**src/rtl/seq_pkg.sv**
```systemverilog
// Shared types for the sequence detector / serializer family.
package seq_pkg;

  typedef enum logic [1:0] {
    IDLE,
    SHIFT,
    PARITY
  } ser_state_t;

  // Counter wide enough to hold 0..w inclusive.
  function automatic int unsigned cnt_width(input int unsigned w);
    return $clog2(w + 1);
  endfunction

endpackage

```
**src/rtl/seq_serializer_if.sv**
```systemverilog
// Word handshake into the serializer: producer is master, serializer is slave.
interface seq_serializer_if #(
    parameter int unsigned W = 8
) ();
    logic [W-1:0] in_data;
    logic         in_valid;
    logic         in_ready;

    modport master(output in_data, output in_valid, input in_ready);
    modport slave(input in_data, input in_valid, output in_ready);
endinterface

```
**src/rtl/seq_serializer.sv**
```systemverilog
// MSB-first parallel-to-serial stage feeding the sequence detector's `a` input.
// Optional trailing even-parity bit per word when SER_PARITY_EN is defined.
module seq_serializer
    import seq_pkg::*;
#(
    parameter int unsigned W        = 8,
    parameter logic        IDLE_BIT = 1'b0
) (
    input  logic             clk,
    input  logic             reset,
    seq_serializer_if.slave  in_if,
    output logic             a,
    output logic             a_valid,
    output logic             sof,
    output logic             busy
);

    localparam int unsigned     CntW    = cnt_width(W);
    localparam logic [CntW-1:0] LastCnt = CntW'(W - 1);

    ser_state_t      state_q;
    logic [W-1:0]    sh_q;
    logic [W-1:0]    hold_q;
    logic [CntW-1:0] cnt_q;
    logic            hold_full_q;
    logic            a_q;
    logic            a_valid_q;
    logic            sof_q;
`ifdef SER_PARITY_EN
    logic            par_q;
`endif

    logic            accept;
    logic            has_next;
    logic [W-1:0]    next_word;

    // A pending held word always wins the handoff over a fresh input word.
    always_comb begin
        accept    = in_if.in_valid && !hold_full_q;
        has_next  = hold_full_q || accept;
        next_word = hold_full_q ? hold_q : in_if.in_data;
    end

    always_ff @(posedge clk) begin
        if (reset) begin
            state_q     <= IDLE;
            sh_q        <= '0;
            hold_q      <= '0;
            cnt_q       <= '0;
            hold_full_q <= 1'b0;
            a_q         <= IDLE_BIT;
            a_valid_q   <= 1'b0;
            sof_q       <= 1'b0;
`ifdef SER_PARITY_EN
            par_q       <= 1'b0;
`endif
        end else begin
            case (state_q)
                IDLE: begin
                    a_q       <= IDLE_BIT;
                    a_valid_q <= 1'b0;
                    sof_q     <= 1'b0;
                    if (accept) begin
                        sh_q    <= in_if.in_data;
                        cnt_q   <= '0;
                        state_q <= SHIFT;
`ifdef SER_PARITY_EN
                        par_q   <= ^in_if.in_data;
`endif
                    end
                end

                SHIFT: begin
                    a_q       <= sh_q[W-1];
                    a_valid_q <= 1'b1;
                    sof_q     <= (cnt_q == '0);
                    sh_q      <= {sh_q[W-2:0], 1'b0};
                    cnt_q     <= cnt_q + CntW'(1);
                    if (cnt_q == LastCnt) begin
`ifdef SER_PARITY_EN
                        state_q <= PARITY;
                        if (accept) begin
                            hold_q      <= in_if.in_data;
                            hold_full_q <= 1'b1;
                        end
`else
                        if (has_next) begin
                            sh_q        <= next_word;
                            cnt_q       <= '0;
                            hold_full_q <= 1'b0;
                            state_q     <= SHIFT;
                        end else begin
                            state_q <= IDLE;
                        end
`endif
                    end else if (accept) begin
                        hold_q      <= in_if.in_data;
                        hold_full_q <= 1'b1;
                    end
                end

`ifdef SER_PARITY_EN
                PARITY: begin
                    a_q       <= par_q;
                    a_valid_q <= 1'b1;
                    sof_q     <= 1'b0;
                    if (has_next) begin
                        sh_q        <= next_word;
                        cnt_q       <= '0;
                        hold_full_q <= 1'b0;
                        par_q       <= ^next_word;
                        state_q     <= SHIFT;
                    end else begin
                        state_q <= IDLE;
                    end
                end
`endif

                default: begin
                    a_q       <= IDLE_BIT;
                    a_valid_q <= 1'b0;
                    sof_q     <= 1'b0;
                    state_q   <= IDLE;
                end
            endcase
        end
    end

    assign in_if.in_ready = !hold_full_q;
    assign a              = a_q;
    assign a_valid        = a_valid_q;
    assign sof            = sof_q;
    assign busy           = (state_q != IDLE) || hold_full_q;

endmodule

```
**src/flat_wrapper.sv**
```systemverilog
// flat-port wrapper written by rule: the top's interface ports become plain ports
module seq_serializer_flat import seq_pkg::*;
#(
    parameter int unsigned W        = 8,
    parameter logic        IDLE_BIT = 1'b0
)
  (clk, reset, a, a_valid, sof, busy, in_if_in_data, in_if_in_valid, in_if_in_ready);
  seq_serializer_if #(.W(W)) in_if_i ();
  input  logic clk;
  input  logic reset;
  output logic a;
  output logic a_valid;
  output logic sof;
  output logic busy;
  input wire logic [$bits(in_if_i.in_data)-1:0] in_if_in_data;
  input wire logic [$bits(in_if_i.in_valid)-1:0] in_if_in_valid;
  output wire logic [$bits(in_if_i.in_ready)-1:0] in_if_in_ready;
  assign in_if_i.in_data = in_if_in_data;
  assign in_if_i.in_valid = in_if_in_valid;
  assign in_if_in_ready = in_if_i.in_ready;
  seq_serializer #(.W(W), .IDLE_BIT(IDLE_BIT)) u_core (.clk(clk), .reset(reset), .in_if(in_if_i), .a(a), .a_valid(a_valid), .sof(sof), .busy(busy));
endmodule
```
**config.mk**
```make
export PLATFORM = sky130hd
export DESIGN_NAME = seq_serializer_flat
export DESIGN_NICKNAME = d
export VERILOG_FILES = /design/src/rtl/seq_pkg.sv /design/src/rtl/seq_serializer_if.sv /design/src/rtl/seq_serializer.sv /design/src/flat_wrapper.sv
export SDC_FILE = /design/constraint.sdc
export NUM_CORES = 1
export LEC_CHECK = 0
export CELL_PAD_IN_SITES_DETAIL_PLACEMENT = 0
export CELL_PAD_IN_SITES_GLOBAL_PLACEMENT = 1
export CORE_MARGIN = 5
export CORE_UTILIZATION = 39
export DETAILED_ROUTE_END_ITERATION = 6
export PLACE_DENSITY = 0.75
export SLEW_MARGIN = 0
export SYNTH_ARGS = -nofsm -noshare
export SYNTH_HDL_FRONTEND = slang
export SYNTH_SLANG_ARGS = --single-unit
export TNS_END_PERCENT = 100
```
**constraint.sdc**
```tcl
create_clock -name clk -period 1.63 [get_ports clk]
set_input_delay 0.2445 -clock clk [delete_from_list [all_inputs] [get_ports clk]]
set_output_delay 0.2445 -clock clk [all_outputs]
set_load 0.02 [all_outputs]
```
==> metrics.md <==
| Metric | Value |
|---|---|
| Outcome | complete, no violations |
| # diodes | 0 |
| Final worst slack | between 0.08 and 0.09 ns |
| Crit. End Element | output pin |
| Post-place setup slack | -0.0737 ns |
| Syn_nets | around 130 |
| Clock transition at the registers of the reported paths | ~0.14 ns |
| Max Cap Violations | 0 |
| Core Footprint | ~2700 µm² |
| Mapped Area | approximately 1100 µm² |
| Post-synth EDFFs | 0 |
| Hold Vio Cnt, Final | 0 |
| Worst Setup EP | in_if_in_ready |
| I/O pins | 16 |
| Total Power | ~1.1 mW |
| Hold-fix buffers at CTS | 0 |
| Area Overhead vs Synth | 22.6% |
| Slew headroom | 0.802 |
| Commonest cells in the netlist | 25 x dfxtp_1, 16 x nor2_1, 14 x a21oi_1 |
| CP Data Arrival Time | around 1.3 ns |
| Vias in the first global route | approximately 860 |
| RSZ-0062 raised after global routing | no |
| Final min period | ~1.5 ns |
| Area share of the largest cell type after synthesis | 0.452 |
| Total wire length | 2250 µm |
| First-pass GRT wire length | between 3000 and 4000 µm |
| Worst hold path class | reg -> reg |
| Final setup viols | 0 |
| Critical path class | reg -> out |
| Area taken by multi-input logic gates | between 500 and 600 µm² |
| Fill cells | about 270 |
| Register area | about 500 µm² |
| # DRC | 0 |
| # H-tree levels | 1 |
| Slew Limit Fails | 0 |
| Largest net degree at the start of global routing | 15 |
| Asr flop ratio synth | 0 |
| Worst r2r src | u_core.cnt_q[1]$_SDFFE_PP0P_ |
| Power Dens Cells | between 800 and 900 nW/µm² |
| Pleak | 0.553 nW |
| GRT overflow | 0 |
| Critical Path Start | u_core.hold_full_q$_SDFFE_PP0P_ |
| Ratio of cells with drive above 1 in the final layout | 0.134 |
| Peak fanout along the critical path | 3 |
| Die Area | about 4000 µm² |
| FF-to-FF path depth | 6 |
| Final period util | 0.948 |
| Port-buffer cells | 15 |
| Flops & latches, synth | 25 |
| Vert. Die Dim | between 60 and 70 µm |
| Placed Instance Area | 1300 µm² |
| Worst reg2reg endpoint | u_core.cnt_q[0]$_SDFFE_PP0P_ |
| Sequential fraction of the synthesis area | 0.452 |
| CTS tree | done |
| Clock insertion delay at the later pin of the skew report | 0.32 ns |
| DR iter-0 viols | between 60 and 70 |
| Drt pass-1 iters | 5 |
| Startpoint types | register |
| Routed vias | slightly above 900 |
| Sink Count | 25 |
| Clk buf depth | 2 |
| Nets@finish | 156 |
| Flop2flop setup slack | roughly 0.14 ns |
| Vias per Instance | around 5.3 |
| Final hold slack | ~0.47 ns |
| Final Cell Area | 1360 µm² |
| Antenna Nets Post-Route | 0 |
| Max VDD drop | about 0.66 mV |
| Initial Utilization | 0.405 |
| Rows | 19 |
| GR Util All Layers | 0.115 |
| WL/cell | between 10 and 15 µm |
| Synth warn | 0 |
| Slew @ Worst Pin | 0.295 ns |
| Cell count after synthesis | 121 |
| CTS root buf | clkbuf_4 |
| Worst Path Required | 1.39 ns |
| Die W | 63.3 µm |
| Synth cell types | 34 |
| Hpwl dp | around 1700 µm |
| Top post-synthesis cells by area | dfxtp_1 45%, mux2i_1 7.2%, a21oi_1 6.3%, a222oi_1 5.4%, nor2_1 5.4% |
| F_max | 0.647 GHz |
| Clock Skews | between 0.005 and 0.006 ns |
| Num CTS Buffers | 3 |
| Initial antenna violation count | 0 |
| Dominant synthesized flop cell | dfxtp_1 |
| Synth area leader | dfxtp_1 |
| Top-count cell post-synth | dfxtp_1 |
| Mean post-synth cell area | approximately 9 µm² |
| Routability congestion estimate | between 0.7 and 0.8 |
[power by group]
part / total [mW] / switching (mW) / internal [mW]
clock: 0.279 / 0.187 / 0.0919
sequential: 0.657 / 0.0155 / 0.642
combinational: 0.207 / 0.106 / 0.101
[layout by cell type, fill, tap and decap left out, drive strengths merged, types with 2 or more instances in the layout]
cell           instances
o31ai                  2
a222oi                 6
ha                     2
nor2                  17
a21oi                 15
nor2b                  2
buf                    9
nand2                 10
clkdlybuf4s50         14
dfxtp                 25
nand3                  3
a22o                   2
and2                   2
inv                    4
clkbuf                 3
mux2i                  8
nor3                   3
or2                    4
[worst min path at each step]
stage / start / slack [ns] / cells after the start / to
after floorplan: reset / 0.33 / 1 / u_core.a_valid$_SDFF_PP0_
after global placement: u_core.sh_q[4]$_SDFFE_PP0P_ / 0.44 / 2 / u_core.sh_q[4]$_SDFFE_PP0P_
after detailed placement: u_core.sh_q[4]$_SDFFE_PP0P_ / 0.45 / 2 / u_core.sh_q[4]$_SDFFE_PP0P_
after CTS: u_core.sh_q[4]$_SDFFE_PP0P_ / 0.47 / 2 / u_core.sh_q[4]$_SDFFE_PP0P_
after global routing: u_core.sh_q[0]$_SDFFE_PP0P_ / 0.49 / 2 / u_core.sh_q[1]$_SDFFE_PP0P_
final: u_core.sh_q[4]$_SDFFE_PP0P_ / 0.47 / 2 / u_core.sh_q[4]$_SDFFE_PP0P_
[sequential cells by signal, summed over array words and instances (netlist names)]
signal,count
u_core.sh_q,8
u_core.state_q,1
u_core.sof,1
u_core.cnt_q,4
u_core.hold_q,8
u_core.hold_full_q,1
u_core.a_valid,1
u_core.a,1
[cell families after synthesis]
| kind of cell | share of synthesized area |
|---|---|
| AO/OA/AOI/OAI | 0.185 |
| multiplexers | 0.0723 |
| adder cells (fa/ha/maj) | 0.0226 |
| buffers and inverters | 0.0610 |
| AND/OR/NAND/NOR | 0.207 |
| flip-flops | 0.452 |
[what timing repair did]
action                                  CTS  global route
gates resized for setup                   1             3
endpoints found under the setup margin    1            11
buffers inserted                          0             1
[critical path, cell delays in order, from the launching register on]
cell and delay, ns:
dfxtp_1 0.35, inv_1 0.05, clkdlybuf4s50_1 0.59
[area by class of cell]
cell class | count | area share
multi-input cells | 85 | 0.412
flip-flops and latches | 25 | 0.369
repair buffers | 24 | 0.159
well taps | 31 | 0.0286
clock buffers | 3 | 0.0166
inverters | 4 | 0.0111
clock inverters | 1 | 0.00369
[stage by stage]
| stage | cells | utilization | TNS (ns) |
|---|---|---|---|
| final | 173 | 0.497 | 0 |
| after CTS | 172 | 0.486 | 0 |
| after detailed placement | 168 | 0.477 | -0.386 |
| after global placement | 168 | 0.477 | -0.105 |
| after floorplan | 121 | - | 0 |
| after global routing | 173 | 0.497 | 0 |
[layer usage]
layer / global-route usage / part of all wire
met3: 0.0409 / 0.053
met1: 0.142 / 0.46
met5: 0 / 0
met4: 0.0286 / 0.0076
met2: 0.188 / 0.48
Note: power is estimated with default switching activity, not from simulation.
